**src/rtl/pu_msp430_irq_pkg.sv**
```systemverilog
// Shared types and constants for the MSP430 interrupt scheduler.
// Vector numbers index the table at VEC_BASE; 15 is reserved for reset.
package pu_msp430_irq_pkg;

  typedef enum logic [1:0] {
    IDLE = 2'd0,
    PEND = 2'd1,
    ACK  = 2'd2
  } irq_state_t;

  localparam logic [3:0]  NMI_VEC  = 4'd14;
  localparam logic [3:0]  RST_VEC  = 4'd15;
  localparam logic [15:0] VEC_BASE = 16'hFFE0;

  function automatic logic [15:0] vec_addr(input logic [3:0] num);
    return VEC_BASE + {11'd0, num, 1'b0};
  endfunction

endpackage

```
**src/rtl/pu_msp430_irq_prio.sv**
```systemverilog
// Combinational fixed-priority encoder: NMI first, then highest request index.
// No latency; valid is low when nothing is requesting.
module pu_msp430_irq_prio
  import pu_msp430_irq_pkg::*;
#(
  parameter int IRQ_NR = 14
) (
  input  logic [IRQ_NR-1:0] req,
  input  logic              nmi,
  output logic              valid,
  output logic [3:0]        num
);

  always_comb begin
    valid = 1'b0;
    num   = 4'd0;
    // Ascending scan so the highest set index is the one left standing.
    for (int i = 0; i < IRQ_NR; i++) begin
      if (req[i]) begin
        valid = 1'b1;
        num   = 4'(i);
      end
    end
    if (nmi) begin
      valid = 1'b1;
      num   = NMI_VEC;
    end
  end

endmodule

```
**src/rtl/pu_msp430_irq_ctrl.sv**
```systemverilog
// Interrupt scheduler: registered vector request to the CPU, one-cycle accept pulses on ack.
// Request appears one cycle after a source; after int_ack, one ACK cycle blocks re-arbitration.
module pu_msp430_irq_ctrl
  import pu_msp430_irq_pkg::*;
#(
  parameter int IRQ_NR   = 14,
  parameter int WDT_LINE = 10
) (
  input  logic              mclk,
  input  logic              puc_rst,
  input  logic [IRQ_NR-1:0] irq,
  input  logic              wdt_irq,
  input  logic              nmi_pnd,
  input  logic              gie,
  input  logic              dbg_freeze,
  input  logic              int_ack,
  output logic              cpu_req,
  output logic [3:0]        irq_num,
  output logic [IRQ_NR-1:0] irq_acc,
  output logic              wdt_acc,
  output logic              nmi_acc
);

  irq_state_t        state, state_nxt;
  logic [IRQ_NR-1:0] wdt_vec;
  logic [IRQ_NR-1:0] req_eff;
  logic              nmi_eff;
  logic              win_vld;
  logic [3:0]        win_num;

  logic              cpu_req_nxt;
  logic [3:0]        irq_num_nxt;
  logic [IRQ_NR-1:0] irq_acc_nxt;
  logic              wdt_acc_nxt;
  logic              nmi_acc_nxt;

  always_comb begin
    wdt_vec           = '0;
    wdt_vec[WDT_LINE] = wdt_irq;
  end

  assign req_eff = (irq | wdt_vec) & {IRQ_NR{gie & ~dbg_freeze}};
  assign nmi_eff = nmi_pnd & ~dbg_freeze;

  pu_msp430_irq_prio #(
    .IRQ_NR (IRQ_NR)
  ) u_prio (
    .req   (req_eff),
    .nmi   (nmi_eff),
    .valid (win_vld),
    .num   (win_num)
  );

  always_comb begin
    state_nxt   = state;
    cpu_req_nxt = 1'b0;
    irq_num_nxt = irq_num;
    irq_acc_nxt = '0;
    wdt_acc_nxt = 1'b0;
    nmi_acc_nxt = 1'b0;
    case (state)
      IDLE: begin
        if (win_vld) begin
          state_nxt   = PEND;
          cpu_req_nxt = 1'b1;
          irq_num_nxt = win_num;
        end
      end
      PEND: begin
        if (int_ack) begin
          // The frontend already latched irq_num; service that even if sources moved.
          state_nxt = ACK;
          if (irq_num == NMI_VEC) begin
            nmi_acc_nxt = 1'b1;
          end else if (irq_num == 4'(WDT_LINE) && wdt_irq) begin
            wdt_acc_nxt           = 1'b1;
            irq_acc_nxt[WDT_LINE] = irq[WDT_LINE];
          end else begin
            for (int i = 0; i < IRQ_NR; i++) begin
              if (irq_num == 4'(i)) irq_acc_nxt[i] = 1'b1;
            end
          end
        end else if (win_vld) begin
          cpu_req_nxt = 1'b1;
          irq_num_nxt = win_num;
        end else begin
          state_nxt = IDLE;
        end
      end
      ACK: begin
        state_nxt = IDLE;
      end
      default: begin
        state_nxt = IDLE;
      end
    endcase
  end

  always_ff @(posedge mclk or posedge puc_rst) begin
    if (puc_rst) begin
      state   <= IDLE;
      cpu_req <= 1'b0;
      irq_num <= 4'd0;
      irq_acc <= '0;
      wdt_acc <= 1'b0;
      nmi_acc <= 1'b0;
    end else begin
      state   <= state_nxt;
      cpu_req <= cpu_req_nxt;
      irq_num <= irq_num_nxt;
      irq_acc <= irq_acc_nxt;
      wdt_acc <= wdt_acc_nxt;
      nmi_acc <= nmi_acc_nxt;
    end
  end

endmodule
```
**config.mk**
```make
export PLATFORM = sky130hd
export DESIGN_NAME = pu_msp430_irq_ctrl
export DESIGN_NICKNAME = d
export VERILOG_FILES = /design/src/rtl/pu_msp430_irq_pkg.sv /design/src/rtl/pu_msp430_irq_prio.sv /design/src/rtl/pu_msp430_irq_ctrl.sv
export SDC_FILE = /design/constraint.sdc
export NUM_CORES = 1
export LEC_CHECK = 0
export ABC_AREA = 1
export BUFFER_PORTS_ARGS = -buffer_cell sky130_fd_sc_hd__clkbuf_2
export CORE_MARGIN = 2
export CORE_UTILIZATION = 35
export CTS_BUF_LIST = sky130_fd_sc_hd__clkbuf_4
export CTS_CLUSTER_SIZE = 16
export DETAILED_ROUTE_END_ITERATION = 10
export SYNTH_ARGS = -nofsm -noshare
export SYNTH_HDL_FRONTEND = slang
export SYNTH_SLANG_ARGS = --single-unit
```
**constraint.sdc**
```tcl
create_clock -name mclk -period 1.4 [get_ports mclk]
set_clock_uncertainty 0.05 [all_clocks]
set_input_delay 0.07 -clock mclk [delete_from_list [all_inputs] [get_ports mclk]]
set_output_delay 0.07 -clock mclk [all_outputs]
set_load 0.01 [all_outputs]
```
==> reports/metrics.csv <==
metric,value,unit
max_cap_viol_count,0,
place.gp.congestion,0.7661,
finalSetupTns,0,ps
cts_tree,yes,
cts_buffers,3,
die_y,57.98,um
status,finished clean,
clk_pin_slew,110,ps
yosysWarnings,0,
grt_pass1_vias,863,
port_buffers,41,
reg2reg_depth,6,
place_inst,192,
setup_violations,0,
ios,42,
cellPowerDensity,1234,mW/mm^2
critPathLaunchType,register,
hold-worst-slack,15.75,ps
ys.flop_type,dfrtp_1,
viasPerCell,4.518,
slew_violations,0,
cts_sinks,23,
dp_hpwl,1701,um
worst_pin_slew,277.5,ps
drt_iter0_markers,15,
ys_top_cells_by_area,"dfrtp_1, nand2_1, nor2_1, inv_1, o21ai_2",
synth_seq_area_share,0.5644,
cts_max_level,1,
fmax,815.1,MHz
p_leak,0.7776,nW
nFillCells,282,
drc,0,
synthArstFlopShare,1.000,
die_w,57.98,um
crit_fanout,6,
synth_area_per_cell,8.569,um^2
synth_area,0.001020,mm^2
fp-row-count,19,
worstSetupPathType,register to register,
grt_overflow,0,
finalWirelength,2033,um
vdd_drop_max,0.0006654,V
grt_max_degree,24,
yosys.area.top_type,dfrtp_1,
design.die.area,0.003361,mm^2
regToRegStartpoint,state[1]$_DFFE_PP0P_,
finalHoldViolCount,0,
drive_gt1_frac,0.3512,
synth_top_area_frac,0.5644,
arrival,1360,ps
setup.worst_path.end,irq_num[1]$_DFFE_PP0P_,
final_cells,199,
diodes,0,
endpoint_kind,register,
crit_required,1530,ps
grt_setup_unrepaired,no,
final_common_cell,clkbuf_2,
dr.pass1.iters,5,
period_share,0.8764,
num-nets-final,190,
most-common-layout-cells,"clkbuf_2, nand2_1, dfrtp_1",
min_path_type,input pin to register,
setup.worst_path.start,state[1]$_DFFE_PP0P_,
insertion_delay,310,ps
grt_util_all_layers,0.1408,
max-slew-margin-rel,0.8150,
ctsResizeCount,0,
syn_nets,140,
synthToLayoutAreaGrowth,30.31,%
core-area,0.002758,mm^2
vias,899,
r2r_slack,170,ps
start_util,0.3698,
ys_seq_elements,23,
synth_edf_count,0,
cts_buffer_depth,2,
wl_per_cell,10.22,um
postSynthCellCount,119,
ys_types,20,
antenna_found_initial,0,
grt_pass1_wl,3643,um
cts_root_buffer,clkbuf_4,
r2r_end,irq_num[1]$_DFFE_PP0P_,
ant_nets,0,
min_period,1227,ps
[logic make-up after synthesis]
logic type | synth area share
buf+inv | 0.05767
flops | 0.5644
compound gates | 0.08467
simple gates | 0.2933
[layout make-up]
type / instances / area (um^2) / share of cell area
clock buffer: 3 / 22.52 / 0.01695
clock inverter: 1 / 5.005 / 0.003766
inverter: 15 / 58.81 / 0.04426
multi-input combinational: 81 / 385.4 / 0.2900
sequential: 23 / 575.6 / 0.4331
tap: 31 / 38.79 / 0.02919
timing repair buffer: 45 / 242.7 / 0.1827
[sequential cells by signal (all words and copies together) (netlist names)]
| register | flops |
|---|---|
| cpu_req | 1 |
| irq_acc | 14 |
| irq_num | 4 |
| nmi_acc | 1 |
| state | 2 |
| wdt_acc | 1 |
[report_power, final]
group,internal (W),switching [W],total (W)
Combinational,0.000185,0.000337,0.000523
Sequential,0.000757,0.0000660,0.000823
Clock,0.000106,0.000187,0.000294
Total,0.00105,0.000591,0.00164
[critical path: stages (launching register included)]
cell,delay (ps)
dfrtp_1,360
nand3b_1,100
inv_1,90
nor2_1,210
o21ai_4,130
nor2_2,110
a22oi_1,70
[per-layer routing]
metal	wire length, um	track usage	vias to the layer above
met5	0	0	-
met4	23	0.06977	0
met3	158	0.02009	2
met2	989	0.2403	32
met1	862	0.1741	402
li1	-	-	463
[synth_stat cells, types with 2 or more instances]
cell and n:
nand2_1 35, dfrtp_1 23, nor2_1 22, inv_1 13, nand3_1 4, o21ai_1 3, o21ai_2 3, nand2_2 2
nor2_2 2, nor3_1 2
[through the flow]
step | setup WS [ps] | util | total power (W) | cell area, um^2
after floorplan | 280.5 | - | 0.001168 | 1020
after global placement | 138.8 | 0.4610 | 0.001355 | 1271
after detailed placement | 98.40 | 0.4610 | 0.001366 | 1271
after CTS | 158.8 | 0.4819 | 0.001667 | 1329
after global routing | 32.04 | 0.4819 | 0.001765 | 1329
final | 173.1 | 0.4819 | 0.001640 | 1329
[worst min-delay path by stage]
stage | from | end | depth (start not counted)
after global routing | int_ack | state[1]$_DFFE_PP0P_ | 3
after CTS | int_ack | state[1]$_DFFE_PP0P_ | 3
after detailed placement | puc_rst | irq_acc[11]$_DFF_PP0_ | 3
after global placement | puc_rst | irq_acc[2]$_DFF_PP0_ | 3
after floorplan | puc_rst | cpu_req$_DFF_PP0_ | 1
final | int_ack | state[1]$_DFFE_PP0P_ | 3
[repair_timing]
item | 4_1_cts | 5_1_grt
hold buffers | 3 | 0
endpoints found under the hold margin | 25 | 0
setup buffers | 0 | 0
(Power assumes the default switching activity.)
